**src/rtl/dsa_pkg.sv**
```systemverilog
// dsa_pkg: shared sizes and FSM state type for decoder_scan_arbiter
package dsa_pkg;
  localparam int NUM_REQ = 8;
  localparam int ADS_W = 3;
  localparam int CNT_W = 8;
  typedef enum logic [1:0] {
    IDLE,
    ARB,
`ifdef DSA_GAP_EN
    GRANT,
    GAP
`else
    GRANT
`endif
  } state_t;
endpackage

```
**src/rtl/decoder_scan_arbiter_if.sv**
```systemverilog
// decoder_scan_arbiter_if: scheduler inputs (en, req) and 74LS138-style decoder outputs
//   ads/sta/stb/stc: decoder address and enables (G1, G2A_n, G2B_n)
//   sel_n: active-low one-hot select; grant_valid: grant in progress
//   grant_release: pulse on the last grant cycle
interface decoder_scan_arbiter_if;
  import dsa_pkg::*;
  logic en;
  logic [NUM_REQ-1:0] req;
  logic [ADS_W-1:0] ads;
  logic sta;
  logic stb;
  logic stc;
  logic [NUM_REQ-1:0] sel_n;
  logic grant_valid;
  logic grant_release;
  modport master (output en, req, input ads, sta, stb, stc, sel_n, grant_valid, grant_release);
  modport slave (input en, req, output ads, sta, stb, stc, sel_n, grant_valid, grant_release);
endinterface

```
**src/rtl/dsa_rr_pick.sv**
```systemverilog
// dsa_rr_pick: combinational round-robin picker, first set req bit from ptr upward mod NUM_REQ
//   req: request lines; ptr: search start; idx: chosen index; found: any request set
module dsa_rr_pick
  import dsa_pkg::*;
(
  input  logic [NUM_REQ-1:0] req,
  input  logic [ADS_W-1:0]   ptr,
  output logic [ADS_W-1:0]   idx,
  output logic               found
);
  // Scan from the far end so the candidate closest to ptr is written last and wins.
  always_comb begin
    idx = ptr;
    for (int i = NUM_REQ - 1; i >= 0; i--)
      if (req[ptr + ADS_W'(i)]) idx = ptr + ADS_W'(i);
  end
  assign found = |req;
endmodule

```
**src/rtl/decoder_scan_arbiter.sv**
```systemverilog
// decoder_scan_arbiter: round-robin scheduler driving a 3-to-8 decoder, HOLD-cycle grants
//   clk, rst_n (async active-low); bus: decoder_scan_arbiter_if slave modport
//   DSA_GAP_EN: insert one decoder-disabled GAP cycle after each grant (anti-ghosting)
module decoder_scan_arbiter
  import dsa_pkg::*;
#(
  parameter int HOLD = 4
) (
  input logic clk,
  input logic rst_n,
  decoder_scan_arbiter_if.slave bus
);
  localparam logic [CNT_W-1:0] LAST = CNT_W'(HOLD - 1);
`ifdef DSA_GAP_EN
  localparam state_t AFTER = GAP;
`else
  localparam state_t AFTER = ARB;
`endif
  state_t state, state_n;
  logic [CNT_W-1:0] cnt, cnt_n;
  logic [ADS_W-1:0] ptr, ptr_n, ads, ads_n, idx;
  logic found, go, gnt_n;
  dsa_rr_pick u_pick (.req(bus.req), .ptr(ptr), .idx(idx), .found(found));
  assign go = bus.en && found;
  assign gnt_n = state_n == GRANT;
  assign bus.ads = ads;
  // GAP re-arbitrates directly so the decoder is dark for exactly one cycle.
  always_comb begin
    state_n = state;
    cnt_n = cnt;
    ptr_n = ptr;
    ads_n = ads;
    case (state)
      IDLE: state_n = go ? ARB : IDLE;
`ifdef DSA_GAP_EN
      ARB, GAP: begin
`else
      ARB: begin
`endif
        state_n = go ? GRANT : IDLE;
        ads_n = go ? idx : ads;
        cnt_n = go ? '0 : cnt;
      end
      GRANT: begin
        state_n = cnt == LAST ? (bus.en ? AFTER : IDLE) : GRANT;
        ptr_n = cnt == LAST ? ads + ADS_W'(1) : ptr;
        cnt_n = cnt == LAST ? cnt : cnt + CNT_W'(1);
      end
      default: state_n = IDLE;
    endcase
  end
  // Outputs are registered from next-state values so they line up with the state register.
  always_ff @(posedge clk or negedge rst_n) begin
    if (!rst_n) begin
      state <= IDLE;
      cnt <= '0;
      ptr <= '0;
      ads <= '0;
      bus.sta <= 1'b0;
      bus.stb <= 1'b1;
      bus.stc <= 1'b1;
      bus.sel_n <= '1;
      bus.grant_valid <= 1'b0;
      bus.grant_release <= 1'b0;
    end else begin
      state <= state_n;
      cnt <= cnt_n;
      ptr <= ptr_n;
      ads <= ads_n;
      bus.sta <= gnt_n;
      bus.stb <= !gnt_n;
      bus.stc <= !gnt_n;
      bus.sel_n <= gnt_n ? ~(NUM_REQ'(1) << ads_n) : '1;
      bus.grant_valid <= gnt_n;
      bus.grant_release <= gnt_n && cnt_n == LAST;
    end
  end
endmodule

```
**src/flat_wrapper.sv**
```systemverilog
// flat-port wrapper written by rule: the top's interface ports become plain ports
module decoder_scan_arbiter_flat import dsa_pkg::*;
#(
  parameter int HOLD = 4
)
  (clk, rst_n, bus_en, bus_req, bus_ads, bus_sta, bus_stb, bus_stc, bus_sel_n, bus_grant_valid, bus_grant_release);
  decoder_scan_arbiter_if bus_i ();
  input logic clk;
  input logic rst_n;
  input wire logic [$bits(bus_i.en)-1:0] bus_en;
  input wire logic [$bits(bus_i.req)-1:0] bus_req;
  output wire logic [$bits(bus_i.ads)-1:0] bus_ads;
  output wire logic [$bits(bus_i.sta)-1:0] bus_sta;
  output wire logic [$bits(bus_i.stb)-1:0] bus_stb;
  output wire logic [$bits(bus_i.stc)-1:0] bus_stc;
  output wire logic [$bits(bus_i.sel_n)-1:0] bus_sel_n;
  output wire logic [$bits(bus_i.grant_valid)-1:0] bus_grant_valid;
  output wire logic [$bits(bus_i.grant_release)-1:0] bus_grant_release;
  assign bus_i.en = bus_en;
  assign bus_i.req = bus_req;
  assign bus_ads = bus_i.ads;
  assign bus_sta = bus_i.sta;
  assign bus_stb = bus_i.stb;
  assign bus_stc = bus_i.stc;
  assign bus_sel_n = bus_i.sel_n;
  assign bus_grant_valid = bus_i.grant_valid;
  assign bus_grant_release = bus_i.grant_release;
  decoder_scan_arbiter #(.HOLD(HOLD)) u_core (.clk(clk), .rst_n(rst_n), .bus(bus_i));
endmodule
```
**config.mk**
```make
export PLATFORM = sky130hd
export DESIGN_NAME = decoder_scan_arbiter_flat
export DESIGN_NICKNAME = d
export VERILOG_FILES = /design/src/rtl/dsa_pkg.sv /design/src/rtl/decoder_scan_arbiter_if.sv /design/src/rtl/dsa_rr_pick.sv /design/src/rtl/decoder_scan_arbiter.sv /design/src/flat_wrapper.sv
export SDC_FILE = /design/constraint.sdc
export NUM_CORES = 1
export LEC_CHECK = 0
export CORE_MARGIN = 2
export CORE_UTILIZATION = 47
export CTS_BUF_LIST = sky130_fd_sc_hd__clkbuf_4
export DETAILED_ROUTE_END_ITERATION = 10
export PLACE_DENSITY = 0.76
export RECOVER_POWER = 100
export SYNTH_ARGS = -nofsm -noshare
export SYNTH_HDL_FRONTEND = slang
export SYNTH_HIERARCHICAL = 1
export SYNTH_SLANG_ARGS = --single-unit
```
**constraint.sdc**
```tcl
create_clock -name clk -period 7.65 [get_ports clk]
set_clock_uncertainty 0.05 [all_clocks]
set_input_delay 1.53 -clock clk [delete_from_list [all_inputs] [get_ports clk]]
set_output_delay 1.53 -clock clk [all_outputs]
set_load 0.1 [all_outputs]
```
# Yosys cells after proc, flatten, opt, wreduce, memory -nomap -nowiden
# Cells that the tools add are included.
# op_classes
n_addsub,9
n_mul,0
div_mod_pow,0
magnitude_cmp,8
eq_ne,5
shifts,1
muxes,35
bitwise,1
n_reduce_logical,6
# ops
operator,n
$lt 3x4->1 const B,8
$mux 3,10
$bmux 1 s3,8
$mux 8,3
$eq 8x2->1 const B,2
$pmux 8 s2,1
$add 3x3->3 const B,4
$mux 1,10
$add 8x1->8 const B,1
$not 8->8,1
$reduce_or 8->1,1
$shl 1x3->8 const A,1
$add 3x1->3 const B,2
$add 3x2->3 const B,2
$pmux 2 s3,1
$eq 2x2->1 const B,2
$mux 2,2
$eq 2x1->1 const B,1
$logic_and 1x1->1,2
$logic_not 2->1,1
$reduce_and 2->1,1
$logic_not 1->1,1
# totals
ff_bits,27
latch_bits,0
mem_bits_rw,0
rom_bits,0
input_bits,11
memories,0

# Longest topological paths before layout
# logic_depth
depth_word,16
ltp_mapped,15
mapped_depth_nobuf,12

# Cells and area by module
# The synthesis kept the hierarchy.
# by_module_without_submodules
module,instances,cells_per_inst,area_each_um2,seq_area_each_um2
decoder_scan_arbiter,1,123,1345.0,686.9
dsa_rr_pick,1,94,874.6,0.0

# Worst setup path after synthesis
# OpenSTA, ideal clock, no wires.
# synth_path
path_type,input -> register
start,input bus_req[1]
end,register u_core.bus.sel_n[6]
setup_ns,0.080
t_arrival_ns,3.451
required_time_ns,7.520
slack_ns,4.069
cell_stages,9
path_buffers,0
path_cell_list,mux4_2 -> mux2i_1 -> and2b_1 -> a2111oi_4 -> o311ai_1 -> mux2i_1 -> inv_1 -> nor2_1 -> nand2_1
# synth_between
elab_chain_len,15
# synth_lines
item,line,source
"start, declared",flat_wrapper.sv:11,input wire logic [$bits(bus_i.req)-1:0] bus_req;
$bmux 1 s3,dsa_rr_pick.sv:15,if (req[ptr + ADS_W'(i)]) idx = ptr + ADS_W'(i);
$mux 1 (implied by the code),dsa_rr_pick.sv:15,
$mux 3 (7 in series),dsa_rr_pick.sv:15,
$mux 3 *,dsa_rr_pick.sv:15,
named net u_core.idx[0],decoder_scan_arbiter.sv:21,"logic [ADS_W-1:0] ptr, ptr_n, ads, ads_n, idx;"
$mux 3 *,decoder_scan_arbiter.sv:41,ads_n = go ? idx : ads;
$mux 3 *,decoder_scan_arbiter.sv:33,case (state)
named net u_core.ads_n[0],decoder_scan_arbiter.sv:21,
$shl 1x3->8 *,decoder_scan_arbiter.sv:73,bus.sel_n <= gnt_n ? ~(NUM_REQ'(1) << ads_n) : '1;
$not 8->8 *,decoder_scan_arbiter.sv:73,
$mux 8 *,decoder_scan_arbiter.sv:73,
"end signal, assigned",decoder_scan_arbiter.sv:73,
"end, declared",decoder_scan_arbiter_if.sv:17,"modport slave (input en, req, output ads, sta, stb, stc, sel_n, grant_valid, grant_release);"
# The timed path passes the listed nets; every way through them passes the cells marked *. The select of a mux whose other input is x is not followed.
# A chain may end at the register's enable or synchronous reset.

# Worst setup path in the final report
# layout_path
start,input bus_req[7]
end,register u_core.bus.sel_n[2]
# Same word-level chain as after synthesis.

==> summary.txt <==
Outcome
  • Status: finished clean

Worst hold path
  • WHS Path Cells: 1
  • Hold Crit Endpoint: u_core/ptr[0]
  • Worst hold path type: reg -> reg
  • Min-delay src: u_core/bus.ads[0]

Routing
  • # DRC: 0
  • Drt first pass iters: 4
  • Final WL: 4450 µm
  • Routed Antenna Nets: 0
  • Initial drt markers: 106
  • Drt wl/cell: 15.3 µm
  • DR vias: 1755
  • Post-DR vias/cell: 6.01

Place
  • GP Congestion: 0.837
  • Port Buffers: 26
  • HPWL Detailed: 3440 µm
  • Worst slack, placed: 3.29 ns
  • Placed Instances: 288

Clocking
  • Post-CTS setup buffer count: 0
  • Sink Count: 27
  • Worst-path clk slew: 0.15 ns
  • Htree depth: 1
  • Clk buf depth: 2
  • Worst-Skew Late Latency: 0.34 ns
  • CTS tree: built
  • Hold-fix buffers, CTS: 0
  • CTS Buf Count: 3
  • # resized after CTS: 0
  • Root buf cell: clkbuf_4

Synth
  • Post-synth EDFFs: 0
  • Cell type with the highest aggregate area in the netlist: dfrtp_1
  • Synthesis Warnings: 6
  • FFs w/ async S/R, synth: 100%
  • Synth Flop Type: dfrtp_1
  • Synth Register Bits: 27
  • Syn_nets: 236
  • Sequential fraction of the synthesis area: 30.9%
  • Post-Syn Area per Cell: 10.2 µm²
  • Synth area leaders: dfrtp_1 20%, dfstp_2 11%, mux4_2 8.1%, mux2i_1 5.9%, ha_1 4.5%
  • Post-Syn Area: 2220 µm²
  • Unique masters post-synth: 60
  • Syn Inst Count: 217
  • Area share of the largest cell type after synthesis: 20.3%

Pwr
  • Maximum VDD drop: 0.0986 mV
  • Power per cell area: 96.0 nW/µm²
  • Logic pwr share: 13.1%
  • Sequential Power Share: 59.8%
  • Leakage: 0.936 nW
  • P_int: 0.000178 W
  • P_sw: 0.0000615 W
  • Sw Share: 25.7%
  • Clock power frac: 27.1%

STA
  • Worst rel slew slack: 7.73%
  • RSZ-0062 raised after global routing: no
  • Fmax: 0.244 GHz
  • Post-route minimum period: 4.09 ns
  • Count of final setup violators: 0
  • Setup ws final: 3.56 ns
  • Worst slew pin tran: 1.38 ns
  • Fin crit share: 53.5%
  • Slew Viols, Final: 0
  • Hold Fails Final Rpt: 0
  • Setup_tns: 0 ns

Cells and area
  • Fin util: 53.8%
  • N_diodes: 0
  • Fin cells: 292
  • Area growth from synthesis to layout: 12.3%
  • Layout cell share with drive strength beyond 1: 17.2%
  • Nets: 258
  • FILL cells: 413

Critical path
  • CP Data Required Time: 7.88 ns
  • Reg2reg end: u_core/bus.sel_n[2]
  • Startpoint types: input port
  • Crit path capture type: flop
  • R2R Path Start: u_core/ptr[0]
  • Worst Setup Path Type: in -> reg
  • Maximum fanout along the worst path: 7
  • Reg2reg path depth: 11
  • WP data arrival: 4.32 ns
  • Worst reg2reg setup slack: 3.81 ns

Floorplanning
  • I/O pin total: 27
  • # rows: 25
  • Die width: 72.7 µm
  • Die ar.: 5290 µm²
  • Core footprint: 4630 µm²
  • Initial core utilization: 47.9%
  • Die Ht: 72.7 µm

Global routing
  • Largest net degree at the start of global routing: 28
  • Global route total overflow: 0
  • First-pass GRT wire length: 7710 µm
  • Vias in the first global route: 1652
  • GRT Resource Usage Total: 18.1%
  • Initial antenna violation count: 0

Flow run
  • Max_cap viols: 0
[synthesized netlist by cell type, types with 3 or more instances]
cell / n
a31oi_1: 3
mux2i_1: 13
and2_1: 6
nand2_1: 26
nor2b_1: 3
clkbuf_1: 4
nand4_1: 3
inv_1: 12
nor2_1: 12
nand3_1: 6
ha_1: 8
o21ai_0: 5
buf_4: 3
dfstp_2: 9
a22o_1: 4
mux2_2: 7
a21oi_1: 3
dfrtp_1: 18
a21boi_0: 3
nor4_1: 3
mux4_2: 8
o21ai_1: 4
o221ai_1: 4
a22oi_1: 3
[registers in the layout, indices dropped and copies added (netlist names)]
name and count:
u_core/bus.ads 3, u_core/bus.sel_n 8, u_core/state 2, u_core/cnt 8, u_core/bus.grant_release 1, u_core/bus.stc 1
u_core/bus.grant_valid 1, u_core/ptr 3
[power groups by stage]
stage | Clock [W] | Sequential, W | Combinational [W]
finish | 0.0000648 | 0.000143 | 0.0000314
global route | 0.0000753 | 0.000143 | 0.0000343
CTS | 0.0000674 | 0.000143 | 0.0000325
detailed placement | 0 | 0.000145 | 0.0000324
global placement | 0 | 0.000145 | 0.0000318
floorplan | 0 | 0.000146 | 0.0000178
[worst max-delay path, stage by stage]
cell and delay [ns]:
dlygate4sd3_1 0.63, mux4_2 0.56, mux2i_1 0.33, nor3b_1 0.13, a2111oi_4 0.30, o311ai_0 0.17, mux2i_1 0.35, inv_1 0.11
nor2_1 0.13, nand2_1 0.08
[kinds of logic (layout without fill, tap and decap cells)]
kind of cell | count (synthesis) | count (layout) | synth area share [%]
AND/OR/NAND/NOR | 77 | 77 | 18.5
AO/OA/AOI/OAI | 47 | 47 | 17.2
multiplexers | 32 | 32 | 21.9
flip-flops | 27 | 27 | 30.9
buffers and inverters | 22 | 43 | 4.96
adder cells (fa/ha/maj) | 8 | 8 | 4.51
XOR/XNOR | 4 | 4 | 1.92
[area by class of cell]
class | instances | area, µm² | share of cell area [%]
sequential | 27 | 687 | 27.6
tap | 54 | 67.6 | 2.71
clock buffer | 3 | 22.5 | 0.904
timing repair buffer | 27 | 264 | 10.6
multi-input combinational | 168 | 1400 | 56.1
clock inverter | 1 | 7.51 | 0.301
inverter | 12 | 45.0 | 1.81
[layout by cell type, fill, tap and decap left out, types with 2 or more instances in the layout]
cell type / Yosys / layout
o211ai_1: 2 / 2
xnor2_1: 2 / 2
o221ai_1: 4 / 4
a21o_1: 2 / 2
nor2_1: 12 / 12
and2_1: 6 / 5
a22oi_1: 3 / 3
o21ai_0: 5 / 5
a41oi_1: 2 / 2
mux4_2: 8 / 8
dfstp_2: 9 / 9
nand3_1: 6 / 6
clkbuf_4: 0 / 3
a21boi_0: 3 / 3
inv_1: 12 / 12
dlygate4sd3_1: 0 / 18
a22o_1: 4 / 4
ha_1: 8 / 8
a211oi_1: 2 / 2
nand2_1: 26 / 26
o21ai_1: 4 / 4
clkdlybuf4s50_1: 0 / 8
o22ai_1: 2 / 2
mux2i_1: 13 / 13
or2_2: 2 / 2
nor2b_1: 3 / 3
nand4_1: 3 / 3
mux4_1: 2 / 2
mux2i_4: 2 / 2
mux2_2: 7 / 7
a31oi_1: 3 / 3
a21oi_1: 3 / 3
dfrtp_1: 18 / 18
nor4_1: 3 / 3
nor4b_1: 2 / 2
a221oi_1: 1 / 3
[metrics by stage]
| stage | power, W | cell area, µm² | hold WS, ns |
|---|---|---|---|
| floorplan | 0.000163 | 2220 | 0.395 |
| global placement | 0.000177 | 2490 | 0.481 |
| detailed placement | 0.000178 | 2490 | 0.500 |
| CTS | 0.000243 | 2520 | 0.520 |
| global route | 0.000253 | 2490 | 0.551 |
| finish | 0.000239 | 2490 | 0.521 |
[metal layers]
metal / vias up / part of all wire [%] / GRT usage (%)
met2: 44 / 48 / 29.5
met5: - / 0 / 0
met1: 846 / 46 / 25.5
met4: 0 / 0.81 / 2.47
met3: 6 / 4.4 / 3.73
li1: 859 / - / -
[how the worst max path moves through the flow]
| stage | cells after the start | endpoint | slack, ns | start |
|---|---|---|---|---|
| 6_report | 10 | u_core/bus.sel_n[2] | 3.56 | bus_req[7] |
| 4_1_cts | 11 | u_core/bus.sel_n[2] | 3.66 | bus_req[5] |
| 3_5_place_dp | 11 | u_core/bus.sel_n[2] | 3.29 | bus_req[5] |
| 5_1_grt | 10 | u_core/bus.sel_n[2] | 3.40 | bus_req[7] |
| 2_1_floorplan | 9 | u_core/bus.sel_n[6] | 4.07 | bus_req[1] |
| 3_3_place_gp | 10 | u_core/bus.sel_n[6] | 3.39 | bus_req[1] |
Note: power is estimated with default switching activity, not from simulation.
